File: config.mk
export PLATFORM = sky130hd
export DESIGN_NAME = trans_layer_nch
export DESIGN_NICKNAME = d
export VERILOG_FILES = /design/src/rtl/trans_layer_nch.sv
export SDC_FILE = /design/constraint.sdc
export NUM_CORES = 1
export LEC_CHECK = 0
export ABC_AREA = 1
export CAP_MARGIN = 20
export CORE_MARGIN = 2
export CORE_UTILIZATION = 58
export DETAILED_ROUTE_END_ITERATION = 10
export GPL_ROUTABILITY_DRIVEN = 0
export HOLD_SLACK_MARGIN = 0.15
export PLACE_DENSITY_LB_ADDON = 0.2
export SETUP_SLACK_MARGIN = 0.05
export SYNTH_ARGS = -nofsm -noshare
export SYNTH_HDL_FRONTEND = slang
export SYNTH_SLANG_ARGS = --single-unit
File: constraint.sdc
create_clock -name clk -period 3.2 [get_ports clk]
set_clock_uncertainty 0.15 [all_clocks]
set_input_delay 0.48 -clock clk [delete_from_list [all_inputs] [get_ports clk]]
set_output_delay 0.48 -clock clk [all_outputs]
set_load 0.02 [all_outputs]
File: src/rtl/trans_layer_nch.sv
// trans_layer_nch: main FIFO fanning out to NCH channel FIFOs, routed by the
// top data bits, with threshold flow control and a sticky-error control FSM.
module trans_layer_nch #(
    parameter int DW      = 6,
    parameter int NCH     = 4,
    parameter int MAIN_AW = 3,
    parameter int CH_AW   = 2
) (
    input  logic                     clk,
    input  logic                     reset,
    input  logic                     init,
    input  logic [2*(MAIN_AW+1)-1:0] umbral_main,
    input  logic [2*(CH_AW+1)-1:0]   umbral_ch,
    input  logic [DW-1:0]            data_in,
    input  logic                     push_main,
    input  logic [NCH-1:0]           pop,
    output logic [NCH*DW-1:0]        data_out,
    output logic [NCH-1:0]           valid_out,
    output logic                     main_full,
    output logic                     main_empty,
    output logic                     main_almost_full,
    output logic                     main_almost_empty,
    output logic [NCH-1:0]           ch_full,
    output logic [NCH-1:0]           ch_empty,
    output logic [NCH-1:0]           ch_almost_full,
    output logic [NCH-1:0]           ch_almost_empty,
    output logic                     error_out,
    output logic                     active_out,
    output logic                     idle_out,
    output logic [2:0]               state
);

    localparam int SW = $clog2(NCH);
    localparam int MW = MAIN_AW + 1;
    localparam int CW = CH_AW + 1;
    localparam int MD = 1 << MAIN_AW;
    localparam int CD = 1 << CH_AW;

    localparam logic [2:0] S_RESET  = 3'd0;
    localparam logic [2:0] S_INIT   = 3'd1;
    localparam logic [2:0] S_IDLE   = 3'd2;
    localparam logic [2:0] S_ACTIVE = 3'd3;
    localparam logic [2:0] S_ERROR  = 3'd4;

    logic [2:0] state_q, state_d;
    logic err_q, err_d, act_q, act_d, idle_q, idle_d;

    logic [MW-1:0] main_hi_q, main_hi_d, main_lo_q, main_lo_d;
    logic [CW-1:0] ch_hi_q, ch_hi_d, ch_lo_q, ch_lo_d;

    logic [DW-1:0]      main_mem_q [MD];
    logic [DW-1:0]      main_mem_d [MD];
    logic [MAIN_AW-1:0] main_wr_q, main_wr_d, main_rd_q, main_rd_d;
    logic [MW-1:0]      main_cnt_q, main_cnt_d;

    logic [DW-1:0]    ch_mem_q [NCH][CD];
    logic [DW-1:0]    ch_mem_d [NCH][CD];
    logic [CH_AW-1:0] ch_wr_q [NCH];
    logic [CH_AW-1:0] ch_wr_d [NCH];
    logic [CH_AW-1:0] ch_rd_q [NCH];
    logic [CH_AW-1:0] ch_rd_d [NCH];
    logic [CW-1:0]    ch_cnt_q [NCH];
    logic [CW-1:0]    ch_cnt_d [NCH];

    logic [DW-1:0]  dout_q [NCH];
    logic [DW-1:0]  dout_d [NCH];
    logic [NCH-1:0] valid_q, valid_d;

    logic           op_en, flush, push_ok, overflow, xfer, any_busy;
    logic [DW-1:0]  head;
    logic [SW-1:0]  head_ch;
    logic [NCH-1:0] ch_in, ch_out;

    assign main_full         = (main_cnt_q == MW'(MD));
    assign main_empty        = (main_cnt_q == '0);
    assign main_almost_full  = (main_cnt_q >= main_hi_q);
    assign main_almost_empty = (main_cnt_q <= main_lo_q);

    for (genvar g = 0; g < NCH; g++) begin : g_ch
        assign ch_full[g]         = (ch_cnt_q[g] == CW'(CD));
        assign ch_empty[g]        = (ch_cnt_q[g] == '0);
        assign ch_almost_full[g]  = (ch_cnt_q[g] >= ch_hi_q);
        assign ch_almost_empty[g] = (ch_cnt_q[g] <= ch_lo_q);
        assign data_out[g*DW +: DW] = dout_q[g];
    end

    assign valid_out  = valid_q;
    assign state      = state_q;
    assign error_out  = err_q;
    assign active_out = act_q;
    assign idle_out   = idle_q;

    always_comb begin
        op_en    = !init && (state_q == S_IDLE || state_q == S_ACTIVE);
        flush    = init || state_q == S_RESET || state_q == S_INIT;
        head     = main_mem_q[main_rd_q];
        head_ch  = head[DW-1 -: SW];
        // Head-of-line: only the head word may move, so a blocked head stalls all.
        xfer     = op_en && !main_empty
                   && !ch_almost_full[head_ch] && !ch_full[head_ch];
        push_ok  = op_en && push_main && !main_full;
        overflow = op_en && push_main && main_full;
        any_busy = !main_empty || !(&ch_empty);
        for (int i = 0; i < NCH; i++) begin
            ch_in[i]  = xfer && (head_ch == SW'(i));
            ch_out[i] = op_en && pop[i] && !ch_empty[i];
        end
    end

    always_comb begin
        state_d = state_q;
        if (init) begin
            state_d = S_INIT;
        end else begin
            case (state_q)
                S_RESET:  state_d = S_INIT;
                S_INIT:   state_d = S_IDLE;
                S_IDLE: begin
                    if (overflow)      state_d = S_ERROR;
                    else if (any_busy) state_d = S_ACTIVE;
                end
                S_ACTIVE: begin
                    if (overflow)       state_d = S_ERROR;
                    else if (!any_busy) state_d = S_IDLE;
                end
                S_ERROR:  state_d = S_ERROR;
                default:  state_d = S_RESET;
            endcase
        end
        err_d  = (state_d == S_ERROR);
        act_d  = (state_d == S_ACTIVE);
        idle_d = (state_d == S_IDLE);
    end

    always_comb begin
        main_hi_d = main_hi_q;
        main_lo_d = main_lo_q;
        ch_hi_d   = ch_hi_q;
        ch_lo_d   = ch_lo_q;
        if (init || state_q == S_INIT) begin
            main_hi_d = umbral_main[2*MW-1 -: MW];
            main_lo_d = umbral_main[MW-1:0];
            ch_hi_d   = umbral_ch[2*CW-1 -: CW];
            ch_lo_d   = umbral_ch[CW-1:0];
        end
    end

    always_comb begin
        main_mem_d = main_mem_q;
        main_wr_d  = main_wr_q;
        main_rd_d  = main_rd_q;
        main_cnt_d = main_cnt_q;
        if (flush) begin
            main_wr_d  = '0;
            main_rd_d  = '0;
            main_cnt_d = '0;
        end else begin
            if (push_ok) begin
                main_mem_d[main_wr_q] = data_in;
                main_wr_d = main_wr_q + 1'b1;
            end
            if (xfer) begin
                main_rd_d = main_rd_q + 1'b1;
            end
            case ({push_ok, xfer})
                2'b10:   main_cnt_d = main_cnt_q + 1'b1;
                2'b01:   main_cnt_d = main_cnt_q - 1'b1;
                default: main_cnt_d = main_cnt_q;
            endcase
        end
    end

    always_comb begin
        ch_mem_d = ch_mem_q;
        ch_wr_d  = ch_wr_q;
        ch_rd_d  = ch_rd_q;
        ch_cnt_d = ch_cnt_q;
        dout_d   = dout_q;
        valid_d  = '0;
        for (int i = 0; i < NCH; i++) begin
            if (flush) begin
                ch_wr_d[i]  = '0;
                ch_rd_d[i]  = '0;
                ch_cnt_d[i] = '0;
            end else begin
                if (ch_in[i]) begin
                    ch_mem_d[i][ch_wr_q[i]] = head;
                    ch_wr_d[i] = ch_wr_q[i] + 1'b1;
                end
                if (ch_out[i]) begin
                    dout_d[i]  = ch_mem_q[i][ch_rd_q[i]];
                    valid_d[i] = 1'b1;
                    ch_rd_d[i] = ch_rd_q[i] + 1'b1;
                end
                case ({ch_in[i], ch_out[i]})
                    2'b10:   ch_cnt_d[i] = ch_cnt_q[i] + 1'b1;
                    2'b01:   ch_cnt_d[i] = ch_cnt_q[i] - 1'b1;
                    default: ch_cnt_d[i] = ch_cnt_q[i];
                endcase
            end
        end
    end

    always_ff @(posedge clk) begin
        if (reset) begin
            state_q    <= S_RESET;
            err_q      <= 1'b0;
            act_q      <= 1'b0;
            idle_q     <= 1'b0;
            main_hi_q  <= MW'(MD - 1);
            main_lo_q  <= MW'(1);
            ch_hi_q    <= CW'(CD - 1);
            ch_lo_q    <= CW'(1);
            main_wr_q  <= '0;
            main_rd_q  <= '0;
            main_cnt_q <= '0;
            ch_wr_q    <= '{default: '0};
            ch_rd_q    <= '{default: '0};
            ch_cnt_q   <= '{default: '0};
            dout_q     <= '{default: '0};
            valid_q    <= '0;
        end else begin
            state_q    <= state_d;
            err_q      <= err_d;
            act_q      <= act_d;
            idle_q     <= idle_d;
            main_hi_q  <= main_hi_d;
            main_lo_q  <= main_lo_d;
            ch_hi_q    <= ch_hi_d;
            ch_lo_q    <= ch_lo_d;
            main_wr_q  <= main_wr_d;
            main_rd_q  <= main_rd_d;
            main_cnt_q <= main_cnt_d;
            ch_wr_q    <= ch_wr_d;
            ch_rd_q    <= ch_rd_d;
            ch_cnt_q   <= ch_cnt_d;
            dout_q     <= dout_d;
            valid_q    <= valid_d;
        end
    end

    // Storage needs no reset: the counts alone decide what is valid.
    always_ff @(posedge clk) begin
        main_mem_q <= main_mem_d;
        ch_mem_q   <= ch_mem_d;
    end

endmodule

==> metrics.txt, run 1 <==
largest net degree at the start of global routing 37; clock-pin slew on the worst setup and hold paths 60 ps; starting density of the core 59.2%; count of pins over their slew limit 0; I/O pins 82; TritonCTS clock tree done; remaining routing DRC violations 0; Unique masters post-synth 38; beginning of the worst register-to-register path ch_hi_q[2]; wire per inst 15.6 um; placeable core region 17200 um^2; leakage power 4.82 nW; CP required 2570 ps; Worst Hold Depth 2; termination of the worst setup path main_almost_empty; clock network latency to the later pin of the worst-skew pair 520 ps; post-route non-filler standard cell count 1394; clock buffer depth 3; overall fraction of global-route tracks in use 23.8%; Antenna Nets Post-Route 0; FMAX 341 MHz; end of the worst register-to-register path ch_cnt_q[4]; Max-Cap Viols 0; number of failing setup endpoints in the final timing report 0; I/O Buffers 81; type of the tightest min-delay check reg2reg; post-synthesis instance area 10200 um^2; CTS Hold Buffers Added 0; Initial DRC Count 470; via count of the first global-routing pass 7149; startpoint class of the critical path flop; aggregate global routing overflow 0; critical path class reg2out; final period demand of the worst path 2930 ps; nets in the synthesized netlist 1114; y dimension of the die 137 um; antenna violations before repair 0; H-tree levels 1; launch point of the worst path main_cnt_q[1]; number of enable flip-flop cells after synthesis 144; data arrival time of the critical path 2300 ps; worst relative slew slack 55.7%; worst setup slack before clock tree synthesis -2.59 ps; FF-to-FF setup slack 290 ps; number of warnings printed during yosys synthesis 0; layout net count 1241; Mapped Cells 1024; maximum vdd drop 0.531 mV; Via-to-Cell Ratio 5.35; worst-path maximum fanout 7; Final WS setup 271 ps; share of cells above drive strength 1 11.2%; total power density per cell area 526 nW/um^2; number of buffers created by CTS 24; overall die area 18700 um^2; ys flop type sky130_fd_sc_hd__edfxtp_1; number of cell instances on the worst register-to-register path 15; half-perimeter wire length of the detailed placement result 15100 um; Avg Synthesized Cell Area 9.97 um^2; buffer type at the clock tree root sky130_fd_sc_hd__clkbuf_16; setup repair after global routing missed its margin no; final antenna diode count 0; sequential fraction of the synthesis area 59.2%; final worst-path cycle share 91.5%; standard-cell row count 48; vias 7454; Critical Path Sink Type output pin; post-synthesis register bit count 230; transition time at the pin with the least slew margin 661 ps; final hold vios 0; total wire length 21800 um; count of placed standard cells including taps 1349; share of synthesized flip-flops with an asynchronous set or reset 0%; run status completed; Detailed Routing Iterations Pass 1 5; wire length of the first global-routing pass 34900 um; die width 137 um; number of clock sinks seen by CTS 230; P&R area growth vs syn 22.5%
## state kept, by name, summed over array words and instances, names as in the netlist, 4 cells and up
register,count
data_out,24
ch_cnt_q,12
valid_out,4
main_hi_q,4
ch_rd_q,8
main_lo_q,4
main_cnt_q,4
ch_wr_q,8
main_mem_q,48
ch_mem_q,96
## how the worst min path moves through the flow
stage	startpoint	to
5_1_grt	main_lo_q[1]	main_lo_q[1]
3_5_place_dp	main_lo_q[2]	main_lo_q[2]
6_report	main_lo_q[2]	main_lo_q[2]
4_1_cts	main_lo_q[2]	main_lo_q[2]
3_3_place_gp	main_hi_q[0]	main_hi_q[0]
2_1_floorplan	main_hi_q[0]	main_hi_q[0]
## worst max-delay path, cell delays in order, from the launching register on
cell and delay (ps):
sky130_fd_sc_hd__dfxtp_1 500, sky130_fd_sc_hd__ha_1 310, sky130_fd_sc_hd__inv_1 60, sky130_fd_sc_hd__nor2_1 30, sky130_fd_sc_hd__o21bai_1 110, sky130_fd_sc_hd__nand2_1 50
sky130_fd_sc_hd__o21ai_0 80, sky130_fd_sc_hd__clkdlybuf4s50_1 630
## repair_timing
item,in CTS,in global routing
buffers inserted,0,1
setup endpoints to repair,0,9
gates resized for setup,0,14
## per-stage QoR
stage | hold WS (ps) | total power [W] | cell area (um^2) | utilization [%] | TNS [ps]
finish | 316 | 0.00658 | 12500 | 72.6 | 0
global route | 338 | 0.00675 | 12500 | 72.6 | 0
CTS | 317 | 0.00661 | 12400 | 72.2 | 0
detailed placement | 308 | 0.00344 | 11500 | 66.8 | -2.59
global placement | 301 | 0.00344 | 11500 | 66.8 | 0
floorplan | 285 | 0.00334 | 10200 | - | 0
## kinds of logic after synthesis
logic type               Yosys count  synth area share (%)
flip-flops                       230                  59.2
XOR/XNOR                           4                 0.343
adder cells (fa/ha/maj)           62                  7.97
AND/OR/NAND/NOR                  372                  15.8
buffers and inverters            148                  5.90
AO/OA/AOI/OAI                    208                  10.8
## report_power, final
part	switching [W]	internal (W)	leakage, nW
clock	0.00116	0.00204	0.433
combinational	0.000130	0.0000984	2.40
sequential	0.0000103	0.00315	1.99
total	0.00130	0.00529	4.82
## cells in the final DEF (no fill, tap or decap), types with 5 or more instances in the layout
cell                              netlist  final
sky130_fd_sc_hd__a21oi_1               49     48
sky130_fd_sc_hd__a31oi_1               28     28
sky130_fd_sc_hd__buf_4                  1     50
sky130_fd_sc_hd__bufinv_16              0      7
sky130_fd_sc_hd__clkbuf_16              0     25
sky130_fd_sc_hd__clkdlybuf4s50_1        0     81
sky130_fd_sc_hd__clkinvlp_4             0      6
sky130_fd_sc_hd__dfxtp_1               86     84
sky130_fd_sc_hd__edfxtp_1             144    144
sky130_fd_sc_hd__fa_1                   5      5
sky130_fd_sc_hd__ha_1                  57     54
sky130_fd_sc_hd__inv_1                113    110
sky130_fd_sc_hd__nand2_1               80     80
sky130_fd_sc_hd__nand3_1               47     47
sky130_fd_sc_hd__nand3_2                7      7
sky130_fd_sc_hd__nand4_1                7      7
sky130_fd_sc_hd__nor2_1               200    199
sky130_fd_sc_hd__nor2_2                 5      6
sky130_fd_sc_hd__nor3_1                 7      7
sky130_fd_sc_hd__o21ai_0              119    119
## cells in the mapped netlist, types with 5 or more instances
master	number	area, um^2
sky130_fd_sc_hd__nand3_2	7	70.1
sky130_fd_sc_hd__nor3_1	7	35.0
sky130_fd_sc_hd__clkbuf_1	18	67.6
sky130_fd_sc_hd__nand4_1	7	43.8
sky130_fd_sc_hd__fa_1	5	100
sky130_fd_sc_hd__a31oi_1	28	175
sky130_fd_sc_hd__o21ai_0	119	596
sky130_fd_sc_hd__a21oi_1	49	245
sky130_fd_sc_hd__buf_2	8	40.0
sky130_fd_sc_hd__edfxtp_1	144	4320
sky130_fd_sc_hd__nand2_1	80	300
sky130_fd_sc_hd__nor2_2	5	31.3
sky130_fd_sc_hd__inv_1	113	424
sky130_fd_sc_hd__ha_1	57	713
sky130_fd_sc_hd__nand3_1	47	235
sky130_fd_sc_hd__dfxtp_1	86	1720
sky130_fd_sc_hd__nor2_1	200	751
## layer usage
metal	global-route usage [%]	vias up	share of wire, %	wire, um
met4	7.29	0	2.0	446
met5	0	-	0	0
met2	41.8	175	50	10800
met3	3.04	34	4.2	908
met1	30.7	3500	44	9590
li1	-	3745	-	-
## area by class of cell
type                    instances  area (um^2)
inverters                     117          442
clock buffers                  28          657
repair buffers                132         1210
flip-flops and latches        230         6050
multi-input cells             646         3600
clock inverters                16          273
well taps                     225          282
fillers                      1217         4730
(Power assumes the default switching activity.)
==> run 2, diff against run 1 <==
--- a/config.mk
+++ b/config.mk
@@ -10,3 +10,3 @@
 export CORE_MARGIN = 2
-export CORE_UTILIZATION = 58
+export CORE_UTILIZATION = 60
 export DETAILED_ROUTE_END_ITERATION = 10
==> constraint.sdc (replaced) <==
create_clock -name clk -period 3.7 [get_ports clk]
set_clock_uncertainty 0.15 [all_clocks]
set_input_delay 0.74 -clock clk [delete_from_list [all_inputs] [get_ports clk]]
set_output_delay 0.74 -clock clk [all_outputs]
set_load 0.02 [all_outputs]
==> metrics.txt, run 2 (synthesis results as in run 1) <==
CTS Hold Buffers Added 0; number of failing setup endpoints in the final timing report 0; flip-flop count of the largest register, all copies and words added 96; highest cell delay on the worst timing path 580 ps; largest net degree at the start of global routing 37; Detailed Routing Iterations Pass 1 5; final hold vios 0; final worst-path cycle share 87.3%; most frequent cells in the layout 200 x sky130_fd_sc_hd__nor2_1, 144 x sky130_fd_sc_hd__edfxtp_1, 119 x sky130_fd_sc_hd__o21ai_0; leakage power 4.67 nW; count of pins over their slew limit 0; standard-cell row count 47; buffers inserted during post-CTS setup optimization 0; cell area after placement 11400 um^2; kind of cell with the highest combined delay on the critical path simple AND/OR/NAND/NOR gates; Via-to-Cell Ratio 5.36; worst relative slew slack 56.4%; aggregate global routing overflow 0; vias 7358; Met2 Routed Length 10600 um; P&R area growth vs syn 19.0%; overall die area 18100 um^2; Critical Path Sink Type flop; overall fraction of global-route tracks in use 24.2%; type of the tightest min-delay check reg2reg; most common cell after layout, fill and taps aside sky130_fd_sc_hd__nor2_1; wire length of the first global-routing pass 34800 um; post-layout instance area 12100 um^2; number of instances resized during post-cts repair 0; detailed route wirelength on metal3 803 um; starting density of the core 61.6%; register ranked first by flip-flop count ch_mem_q; layout net count 1227; half-perimeter wire length of the detailed placement result 14600 um; total power density per cell area 424 nW/um^2; worst path bufs/invs 3; remaining routing DRC violations 0; number of buffers created by CTS 24; I/O pins 82; via count of the first global-routing pass 7054; antenna violations before repair 0; worst hold-check slack 313 ps; Antenna Nets Post-Route 0; TritonCTS clock tree done; worst path cell trace inv_4 -> nand2_1 -> nand3_1 -> nand2_1 -> nand2_1 -> nand2_1 -> buf_4 -> nor2_1 -> nand2_1 -> ha_1 -> inv_1 -> fa_1 -> a21oi_1 -> o21ai_0 -> xor2_1 -> nor2_1; Met1 Wirelength 9220 um; number of clock sinks seen by CTS 230; TNS Setup 0 ps; worst-path maximum fanout 25; transition time at the pin with the least slew margin 649 ps; clock-pin slew on the worst setup and hold paths 60 ps; FMAX 310 MHz; startpoint class of the critical path flop; total wire length 21200 um; critical path class reg2reg; Max-Cap Viols 0; Initial DRC Count 500; final antenna diode count 0; H-tree levels 1; buffer type at the clock tree root sky130_fd_sc_hd__clkbuf_16; count of placed standard cells including taps 1331; share of cells above drive strength 1 8.23%; clock buffer depth 3; placeable core region 16600 um^2; y dimension of the die 134 um; I/O Buffers 81; post-route non-filler standard cell count 1374; CP required 3950 ps; Critical Path Most Common Cell sky130_fd_sc_hd__nand2_1; setup repair after global routing missed its margin no; fill cell instance count of the final layout 1178; data arrival time of the critical path 3480 ps; final period demand of the worst path 3230 ps; CP max-delay cell sky130_fd_sc_hd__dfxtp_1; wire per inst 15.4 um; uppermost signal routing layer after detailed routing met4; maximum vdd drop 0.416 mV; run status completed; clock network latency to the later pin of the worst-skew pair 510 ps; die width 134 um
run 2: per-stage QoR:
| stage | setup slack [ps] | util, % | total power (W) |
|---|---|---|---|
| after floorplan | 633 | - | 0.00289 |
| after global placement | 143 | 68.8 | 0.00297 |
| after global routing | 183 | 73.2 | 0.00530 |
| final | 470 | 73.2 | 0.00514 |
| after detailed placement | 97.4 | 68.8 | 0.00298 |
| after CTS | 447 | 73.2 | 0.00517 |
run 2: routing by layer:
layer	vias up	global-route usage [%]
met3	38	2.61
met2	158	42.7
met5	-	0
met4	0	7.37
li1	3714	-
met1	3448	31.6
run 2: worst reg2reg max path, delay by kind of cell (launching register included):
kind | cells | cell delay, ps
fa+ha+maj | 2 | 550
compound gates | 2 | 260
simple gates | 8 | 890
xor+xnor | 1 | 140
flops | 1 | 580
buf+inv | 3 | 560
run 2: worst paths after layout:
| kind | start | endpoint | slack, ps | cells past startpoint |
|---|---|---|---|---|
| min | main_hi_q[3] | main_hi_q[3] | 310 | 2 |
| max reg2reg | main_rd_q[0] | ch_cnt_q[5] | 470 | 16 |
| min reg2reg | main_hi_q[3] | main_hi_q[3] | 310 | 2 |
| max | main_rd_q[0] | ch_cnt_q[5] | 470 | 16 |
run 2: report_power, final:
part           internal [W]  switching (W)  leakage, nW
Sequential          0.00272     0.00000885         1.99
Clock               0.00129       0.000929        0.351
Combinational     0.0000828       0.000110         2.33
run 2: area by class of cell:
class                   count  area (um^2)  share of cell area, %
clock buffers              29          641                   5.28
multi-input cells         646         3560                   29.3
inverters                 117          442                   3.64
repair buffers            118         1090                   8.97
well taps                 220          275                   2.27
clock inverters            14         90.1                  0.742
flip-flops and latches    230         6050                   49.8
